**config.mk**
```make
export PLATFORM = sky130hd
export DESIGN_NAME = uart_tx_cfg
export DESIGN_NICKNAME = d
export VERILOG_FILES = /design/src/rtl/uart_pkg.sv /design/src/rtl/uart_tx_fifo.sv /design/src/rtl/uart_tx_cfg.sv
export SDC_FILE = /design/constraint.sdc
export NUM_CORES = 1
export LEC_CHECK = 0
export BUFFER_PORTS_ARGS = -buffer_cell sky130_fd_sc_hd__buf_4
export CAP_MARGIN = 20
export CORE_MARGIN = 3
export CORE_UTILIZATION = 45
export DETAILED_ROUTE_END_ITERATION = 16
export RECOVER_POWER = 100
export SLEW_MARGIN = 5
export SYNTH_ARGS = -nofsm -noshare
export SYNTH_HDL_FRONTEND = slang
export SYNTH_SLANG_ARGS = --single-unit
export TNS_END_PERCENT = 1
```
**constraint.sdc**
```tcl
create_clock -name clk -period 6.9 [get_ports clk]
set_input_delay 2.07 -clock clk [delete_from_list [all_inputs] [get_ports clk]]
set_output_delay 2.07 -clock clk [all_outputs]
set_load 0.02 [all_outputs]
```
**src/rtl/uart_pkg.sv**
```systemverilog
// Shared types and helpers for the configurable UART transmitter.
// Holds the FSM state enum, data-bits codes and width/mask helpers.
package uart_pkg;

  typedef enum logic [2:0] {
    S_IDLE   = 3'd0,
    S_START  = 3'd1,
    S_DATA   = 3'd2,
    S_PARITY = 3'd3,
    S_STOP   = 3'd4
  } state_t;

  localparam logic [1:0] DB5 = 2'd0;
  localparam logic [1:0] DB6 = 2'd1;
  localparam logic [1:0] DB7 = 2'd2;
  localparam logic [1:0] DB8 = 2'd3;

  function automatic logic [3:0] data_bits_n(input logic [1:0] code);
    logic [3:0] n;
    unique case (code)
      DB5:     n = 4'd5;
      DB6:     n = 4'd6;
      DB7:     n = 4'd7;
      default: n = 4'd8;
    endcase
    return n;
  endfunction

  function automatic logic [7:0] data_mask(input logic [1:0] code);
    return 8'hFF >> (4'd8 - data_bits_n(code));
  endfunction

endpackage

```
**src/rtl/uart_tx_fifo.sv**
```systemverilog
// Synchronous 8-bit FIFO, DEPTH entries, wrap pointers with extra MSB.
// Ports: clk, rst_n, push/din, pop/dout (show-ahead), full, empty, level.
module uart_tx_fifo #(
  parameter int DEPTH = 4
) (
  input  logic                     clk,
  input  logic                     rst_n,
  input  logic                     push,
  input  logic [7:0]               din,
  input  logic                     pop,
  output logic [7:0]               dout,
  output logic                     full,
  output logic                     empty,
  output logic [$clog2(DEPTH):0]   level
);

  localparam int AW = $clog2(DEPTH);

  logic [7:0]  mem [DEPTH];
  logic [AW:0] wp;
  logic [AW:0] rp;
  logic        do_push;
  logic        do_pop;

  assign full    = (wp[AW] != rp[AW]) &&
                   (wp[AW-1:0] == rp[AW-1:0]);
  assign empty   = (wp == rp);
  assign level   = wp - rp;
  assign dout    = mem[rp[AW-1:0]];
  assign do_push = push && !full;
  assign do_pop  = pop && !empty;

  always_ff @(posedge clk or negedge rst_n) begin
    if (!rst_n) begin
      wp <= '0;
      rp <= '0;
    end else begin
      if (do_push) wp <= wp + 1'b1;
      if (do_pop)  rp <= rp + 1'b1;
    end
  end

  always_ff @(posedge clk) begin
    if (do_push) mem[wp[AW-1:0]] <= din;
  end

endmodule

```
**src/rtl/uart_tx_cfg.sv**
```systemverilog
// Configurable UART transmitter: 5-8 data bits, opt. parity, 1/2 stops.
// Ports: cfg_* frame setup, s_valid/s_data/s_ready in, tx/busy/tx_done out.
module uart_tx_cfg #(
  parameter int DIV_W      = 32,
  parameter int FIFO_DEPTH = 4
) (
  input  logic                          clk,
  input  logic                          rst_n,
  input  logic [DIV_W-1:0]              cfg_clk_div,
  input  logic [1:0]                    cfg_data_bits,
  input  logic                          cfg_parity_en,
  input  logic                          cfg_parity_odd,
  input  logic                          cfg_stop2,
  input  logic                          s_valid,
  input  logic [7:0]                    s_data,
  output logic                          s_ready,
  output logic                          tx,
  output logic                          busy,
  output logic                          tx_done,
  output logic [$clog2(FIFO_DEPTH):0]   fifo_level
);

  import uart_pkg::*;

  state_t           state;
  logic [DIV_W-1:0] cnt;
  logic [DIV_W-1:0] div_q;
  logic [2:0]       bit_idx;
  logic             stop_idx;
  logic [7:0]       word_q;
  logic [1:0]       nb_q;
  logic             par_en_q;
  logic             par_q;
  logic             stop2_q;

  logic [7:0]       fifo_dout;
  logic             fifo_full;
  logic             fifo_empty;
  logic             push;
  logic             pop;
  logic             bit_end;
  logic             last_bit;
  logic             last_stop;

  assign s_ready   = !fifo_full;
  assign push      = s_valid && !fifo_full;
  assign bit_end   = (cnt == div_q - 1'b1);
  assign last_bit  = ({1'b0, bit_idx} == data_bits_n(nb_q) - 4'd1);
  assign last_stop = !stop2_q || stop_idx;
  assign pop       = !fifo_empty &&
                     ((state == S_IDLE) ||
                      (state == S_STOP && bit_end && last_stop));

  uart_tx_fifo #(.DEPTH(FIFO_DEPTH)) u_fifo (
    .clk   (clk),
    .rst_n (rst_n),
    .push  (push),
    .din   (s_data),
    .pop   (pop),
    .dout  (fifo_dout),
    .full  (fifo_full),
    .empty (fifo_empty),
    .level (fifo_level)
  );

  // Frame snapshot: word and config are frozen for the whole frame.
  always_ff @(posedge clk or negedge rst_n) begin
    if (!rst_n) begin
      word_q   <= '0;
      nb_q     <= DB8;
      par_en_q <= 1'b0;
      par_q    <= 1'b0;
      stop2_q  <= 1'b0;
      div_q    <= DIV_W'(1);
    end else if (pop) begin
      word_q   <= fifo_dout & data_mask(cfg_data_bits);
      nb_q     <= cfg_data_bits;
      par_en_q <= cfg_parity_en;
      par_q    <= ^(fifo_dout & data_mask(cfg_data_bits))
                  ^ cfg_parity_odd;
      stop2_q  <= cfg_stop2;
      div_q    <= (cfg_clk_div == '0) ? DIV_W'(1)
                                      : cfg_clk_div;
    end
  end

  // Outputs are registered from the current state, so the line
  // trails the state register by one cycle.
  always_ff @(posedge clk or negedge rst_n) begin
    if (!rst_n) begin
      state    <= S_IDLE;
      cnt      <= '0;
      bit_idx  <= '0;
      stop_idx <= 1'b0;
      tx       <= 1'b1;
      busy     <= 1'b0;
      tx_done  <= 1'b0;
    end else begin
      tx_done <= 1'b0;
      cnt     <= bit_end ? '0 : cnt + 1'b1;
      case (state)
        S_IDLE: begin
          tx   <= 1'b1;
          busy <= 1'b0;
          cnt  <= '0;
          if (pop) state <= S_START;
        end
        S_START: begin
          tx      <= 1'b0;
          busy    <= 1'b1;
          bit_idx <= '0;
          if (bit_end) state <= S_DATA;
        end
        S_DATA: begin
          tx   <= word_q[bit_idx];
          busy <= 1'b1;
          if (bit_end) begin
            bit_idx <= bit_idx + 3'd1;
            if (last_bit) begin
              stop_idx <= 1'b0;
              state    <= par_en_q ? S_PARITY : S_STOP;
            end
          end
        end
        S_PARITY: begin
          tx   <= par_q;
          busy <= 1'b1;
          if (bit_end) begin
            stop_idx <= 1'b0;
            state    <= S_STOP;
          end
        end
        S_STOP: begin
          tx   <= 1'b1;
          busy <= 1'b1;
          if (bit_end) begin
            if (last_stop) begin
              tx_done <= 1'b1;
              state   <= pop ? S_START : S_IDLE;
            end else begin
              stop_idx <= 1'b1;
            end
          end
        end
        default: begin
          state <= S_IDLE;
          tx    <= 1'b1;
          busy  <= 1'b0;
          cnt   <= '0;
        end
      endcase
    end
  end

endmodule
```
* Word-level counts from Yosys, hierarchy flattened
Memory sizes are Yosys's and may differ from the RTL's.
Index checks and enable logic that the tools add are counted.
** Word-level totals
- Memory bits (writable) :: 32
- Logic and storage cells :: 105
- Bits of input ports :: 48
- Register bits after elaboration :: 93
- Memories :: 1
** Memory list
- u_fifo.mem :: words 4, width 8, rd ports 1, clocked after Yosys merged registers in 0, wr ports 1, line uart_tx_fifo.sv:19 : logic [7:0] mem [DEPTH];
** Operators by class
- Add/subtract/negate cells :: 8
- Mux-type cells :: 33
- Bitwise logic cells :: 2
- Magnitude comparators :: 1
- Reductions and logical operators :: 23
- Shift operators :: 1
- Equality and inequality tests :: 21
** Operators by type and width (number)
- two-way mux 32 bit :: 3
- adder 32 x 1 -> 32 bit (second input constant) :: 1
- equality test 32 bit :: 1
- logical NOT 32 bit :: 1
- subtractor 32 x 1 -> 32 bit (second input constant) :: 1
- two-way mux 3 bit :: 9
- case mux 4 bit (3 select lines) :: 2
- inequality test 2 bit (second input constant) :: 8
- case mux 3 bit (5 select lines) :: 1
- two-way mux 1 bit :: 13
- adder 3 x 1 -> 3 bit (second input constant) :: 3
- bitwise AND 8 bit :: 1
- XOR reduction 8 bit :: 1
- right shift 8 x 4 -> 8 bit (first input constant) :: 1
- logical AND 1 bit :: 7
- AND reduction 7 bit :: 1
- equality test 3 x 2 -> 1 bit (second input constant) :: 2
- case mux 1 bit (3 select lines) :: 2
- case mux 3 bit (2 select lines) :: 1
- AND reduction 6 bit :: 1
- equality test 2 x 1 -> 1 bit (second input constant) :: 2
- equality test 2 bit (second input constant) :: 2
- equality test 3 x 4 -> 1 bit :: 1
- logical NOT 2 bit :: 2
- 19 further kinds :: 22

* Logic depth before layout (Yosys ltp)
- Depth in word-level cells :: 12
- Mapped depth :: 14

* Modules after synthesis
A second synthesis with hierarchy kept.
** Unflattened totals
- Cells, all modules :: 640
- Area, all modules :: 7013.0 sq um
** Modules (own cells, without submodules)
- uart_tx_cfg :: sequential area each 2182.1 sq um, cells each 553, area each 5401.4 sq um, times used 1
- uart_tx_fifo :: sequential area each 1111.1 sq um, cells each 87, area each 1611.5 sq um, times used 1

* Least setup slack after synthesis
Ideal clock, no wire load.
- Path type :: input to register
- Start :: input port cfg_data_bits[0]
- End :: register par_q
- Data arrival time :: 3.591 ns
- Stages on the path :: 9
- Setup slack :: 3.184 ns
- Buffers on the path :: 0
- Setup time :: 0.125 ns
- Cells stage by stage :: inv_1 > ha_1 > or3b_2 > nand3_1 > xor2_1 > xnor2_1 > xnor2_1 > xnor2_1 > mux2i_1
** Between the ends
- Longest elaborated chain between the ends :: 8
** RTL lines
- start, declared :: line uart_tx_cfg.sv:10 : input logic [1:0] cfg_data_bits,
- equality test 2 bit (tied with other cells) :: line uart_pkg.sv:20 : unique case (code)
- case mux 4 bit (3 select lines) * :: line uart_pkg.sv:20
- two-way mux 4 bit * :: line uart_tx_cfg.sv:75 : end else if (pop) begin
- subtractor 4 bit * :: line uart_pkg.sv:30 : return 8'hFF >> (4'd8 - data_bits_n(code));
- right shift 8 x 4 -> 8 bit * :: line uart_pkg.sv:30
- bitwise AND 8 bit * :: line uart_tx_cfg.sv:79 : par_q <= ^(fifo_dout & data_mask(cfg_data_bits))
- XOR reduction 8 bit * :: line uart_tx_cfg.sv:79
- XOR 1 bit * :: line uart_tx_cfg.sv:80 : ^ cfg_parity_odd;
- end signal, assigned :: line uart_tx_cfg.sv:79
- end, declared :: line uart_tx_cfg.sv:33 : logic par_q;
Every way passes the cells marked *; elsewhere a longest branch is shown, timed or not. The select of a mux whose other input is x is not followed.
A chain may end at the register's enable or synchronous reset.

* Worst setup path after layout
- Start :: register div_q[0]
- End :: register div_q[8]
** Between the ends
- Longest elaborated chain between the ends :: 6
** RTL lines
- start, declared :: line uart_tx_cfg.sv:27 : logic [DIV_W-1:0] div_q;
- start signal, assigned :: line uart_tx_cfg.sv:82 : div_q <= (cfg_clk_div == '0) ? DIV_W'(1)
- subtractor 32 x 1 -> 32 bit :: line uart_tx_cfg.sv:47 : assign bit_end = (cnt == div_q - 1'b1);
- equality test 32 bit :: line uart_tx_cfg.sv:47
- logical AND 1 bit (2 in series) :: line uart_tx_cfg.sv:52 : (state == S_STOP && bit_end && last_stop));
- logical OR 1 bit :: line uart_tx_cfg.sv:51 : ((state == S_IDLE) ||
- logical AND 1 bit :: line uart_tx_cfg.sv:50 : assign pop = !fifo_empty &&
No other way between the ends.

==> results.py <==
metrics = {
    "clocking": {
        "cts_tree": "built",
        "insertion_delay_ns": 0.43,
        "holdBufCountCts": 0,
        "h-tree-depth": 4,
        "clock-root-buffer": "clkbuf_16",
        "post-cts-setup-buffers": 0,
        "clock_sinks": 125,
        "cts_resized": 0,
        "clk_pin_slew_ns": 0.07,
        "clockBufferDepth": 2,
        "cts_buffers": 17,
    },
    "synthesis": {
        "synthesis.nets": 689,
        "yosysMostFrequentCell": "dfrtp_1",
        "synth.cell_area_um2": 7180,
        "synth_edf_count": 32,
        "synth_top_area_share_pct": 31.0,
        "synth-seq-area-share_pct": 45.9,
        "synth_top_cell_by_area": "dfrtp_1",
        "synth_cell_types": 70,
        "synthCells": 626,
        "async_reset_ff_share_pct": 74.4,
        "synth_area_leaders": "dfrtp_1 31%, edfxtp_1 13%, xor2_1 5.6%, xnor2_1 5.4%, mux2_4 4.2%",
        "synthTopCellsByCount": "89 x dfrtp_1, 46 x xor2_1, 44 x xnor2_1",
        "syn_area_per_cell_um2": 11.5,
        "yosys_warnings": 0,
        "synth_seq_cells": 125,
        "synth_ff_type": "dfrtp_1",
    },
    "global_routing": {
        "grt_pass1_vias": 5015,
        "grt_pass1_wl_um": 26600,
        "grt_usage_pct": 19.1,
        "antenna_found_initial": 0,
        "grt-ovfl-total": 0,
        "grt_max_degree": 51,
    },
    "sta": {
        "hold_viol": 0,
        "clock_skew_ns": 0.00935,
        "setup_violations": 0,
        "min_period_ns": 5.35,
        "rsz0062_at_grt": "no",
        "relSlewSlack_pct": -58.8,
        "clock.fmax_mhz": 187,
        "fin_hold_ws_ns": 0.486,
        "final_max_slew_viol_count": 57,
        "fin_crit_sh_pct": 77.5,
        "tns_ns": 0,
        "tightest_slew_ns": 2.38,
    },
    "critical_path": {
        "crit_start": "div_q[0]$_DFFE_PN1N_",
        "r2r_cells": 12,
        "rr_endpoint": "div_q[8]$_DFFE_PN0N_",
        "crit_cells": 12,
        "r2r_setup_slack_ns": 1.55,
        "cp_slowest_stage_delay_ns": 1.25,
        "worst_ep_required_time_ns": 7.21,
        "crit_family": "simple AND/OR/NAND/NOR gates",
        "start_kind": "flip-flop",
        "cp-endpoint": "div_q[8]$_DFFE_PN0N_",
        "cp_num_buf_inv": 2,
        "cpMaxStageDelayCell": "nor4_1",
        "crit_arrival_ns": 5.66,
        "r2r_start": "div_q[0]$_DFFE_PN1N_",
        "critical_path_class": "reg2reg",
        "cpMostUsedCell": "nor4_1",
        "crit_chain": "inv_1 > ha_1 > or4b_1 > nor4_1 > a2111o_1 > nand4_1 > nor2_1 > nor4_1 > nand4_2 > a21o_1 > clkbuf_2 > mux2_2",
        "worstPathMaxFanout": 29,
        "end_kind": "flip-flop",
    },
    "detailed_routing": {
        "viasPerCell": 5.49,
        "vias": 4940,
        "routed_wirelength_um": 15700,
        "drtPass1Iterations": 5,
        "drc": 0,
        "ant_nets": 0,
        "wl_per_cell_um": 17.5,
        "drtIter0Drc": 371,
    },
    "floorplan": {
        "start_util_pct": 46.5,
        "ios": 55,
        "core-area_um2": 15400,
        "dieArea_um2": 17500,
        "dieWidth_um": 132,
        "die_y_um": 132,
        "rows": 45,
    },
    "placed_design": {
        "place.gp.congestion": 0.840,
        "place.detailed.hpwl_um": 11400,
        "io_buffers": 54,
    },
    "power_and_ir_drop": {
        "p_leak_uw": 0.00333,
        "ir_drop_uv": 191,
        "p_comb_share_pct": 13.3,
        "internal_power_uw": 1450,
        "p_sw_uw": 582,
        "clockPowerShare_pct": 44.4,
        "p_per_area_nw_per_um2": 253,
        "power_frac_seq_pct": 42.3,
        "p_sw_share_pct": 28.7,
    },
    "layout": {
        "n_antenna_cell": 0,
        "syn2layout_area_growth_pct": 11.9,
        "fin_nets": 739,
        "drive_above_1_share_pct": 18.4,
        "fillCellCount": 1434,
        "fin_util_pct": 52.0,
    },
    "status": {
        "status": "finished with violations",
        "violations": "max-capacitance violations, max-slew violations",
    },
    "worst_hold_path": {
        "holdCritPathClass": "reg2reg",
    },
    "flow_run": {
        "cap_violations": 2,
    },
}
[logic make-up (layout without fill, tap and decap cells)]
kind of cell | Yosys count | count (layout) | synth area share, %
xor+xnor | 90 | 90 | 11.0
mux | 59 | 59 | 11.7
simple gates | 238 | 238 | 19.7
buf+inv | 52 | 115 | 4.48
flops | 125 | 125 | 45.9
compound gates | 47 | 47 | 4.55
fa+ha+maj | 15 | 15 | 2.72
[metal layers]
layer,track usage [%],part of all wire (%),vias to the layer above
li1,-,-,2352
met1,26.8,49,2473
met2,28.9,46,95
met3,4.96,4.0,20
met4,6.35,1.5,0
met5,0,0,-
[area by class of cell]
cell class	count	area, µm²	share of cell area (%)
clock buffers	17	425	5.30
clock inverters	15	164	2.04
inverters	27	101	1.26
multi-input cells	449	3430	42.7
flip-flops and latches	125	3290	41.0
well taps	211	264	3.29
repair buffers	56	352	4.38
[power groups by stage]
| stage | Sequential (µW) | Combinational [µW] | Clock [µW] |
|---|---|---|---|
| after floorplan | 860 | 185 | 0 |
| after detailed placement | 873 | 294 | 0 |
| after CTS | 859 | 297 | 917 |
| final | 859 | 270 | 900 |
| after global routing | 866 | 298 | 955 |
| after global placement | 870 | 287 | 0 |
[per-stage QoR]
stage | setup slack (ns) | power [µW] | area (µm²) | cells
after floorplan | 3.18 | 1040 | 7180 | 626
after global placement | 2.50 | 1160 | 7640 | 868
after detailed placement | 2.37 | 1170 | 7640 | 868
after CTS | 2.37 | 2070 | 8230 | 900
after global routing | 0.916 | 2120 | 8030 | 900
final | 1.55 | 2030 | 8030 | 900
[state kept, by name, indices dropped and copies added (netlist names)]
register and flops:
cnt 32, div_q 32, u_fifo.mem 32, word_q 8
bit_idx 3, state 3, u_fifo.rp 3, u_fifo.wp 3
nb_q 2, busy 1, par_en_q 1, par_q 1
stop2_q 1, stop_idx 1, tx 1, tx_done 1
[cell usage in the layout, fill, tap and decap left out, types with 7 or more instances in the layout]
master	count
mux4_2	10
and3_1	9
buf_4	37
nand3_1	27
inv_1	27
nand2_1	42
mux2_2	17
clkbuf_1	17
nand4_1	16
xnor2_1	44
clkbuf_16	17
nor2_1	48
nor3_1	7
or4_1	7
mux2_1	20
mux2i_1	11
nor4_1	21
xor2_1	46
o21ai_0	14
ha_1	14
nor2_2	8
edfxtp_1	32
dfrtp_1	89
[how the worst min path moves through the flow]
stage	from	end	slack, ns	cells after the start
3_3_place_gp	u_fifo.wp[2]$_DFFE_PN0P_	u_fifo.wp[2]$_DFFE_PN0P_	0.47	1
2_1_floorplan	par_q$_DFFE_PN0N_	tx$_DFF_PN1_	0.46	1
3_5_place_dp	u_fifo.wp[2]$_DFFE_PN0P_	u_fifo.wp[2]$_DFFE_PN0P_	0.48	1
4_1_cts	u_fifo.wp[2]$_DFFE_PN0P_	u_fifo.wp[2]$_DFFE_PN0P_	0.49	1
6_report	u_fifo.wp[2]$_DFFE_PN0P_	u_fifo.wp[2]$_DFFE_PN0P_	0.49	1
5_1_grt	u_fifo.wp[2]$_DFFE_PN0P_	u_fifo.wp[2]$_DFFE_PN0P_	0.50	1
[worst reg2reg max path: stages, from the launching register on]
cell and delay (ns):
dfstp_2 0.39, inv_1 0.08, ha_1 0.24, or4b_1 0.52, nor4_1 1.25, a2111o_1 0.32, nand4_1 0.09, nor2_1 0.26
nor4_1 0.13, nand4_2 0.12, a21o_1 0.64, clkbuf_2 0.76, mux2_2 0.43
No activity file was read; power rests on OpenSTA's default activity.
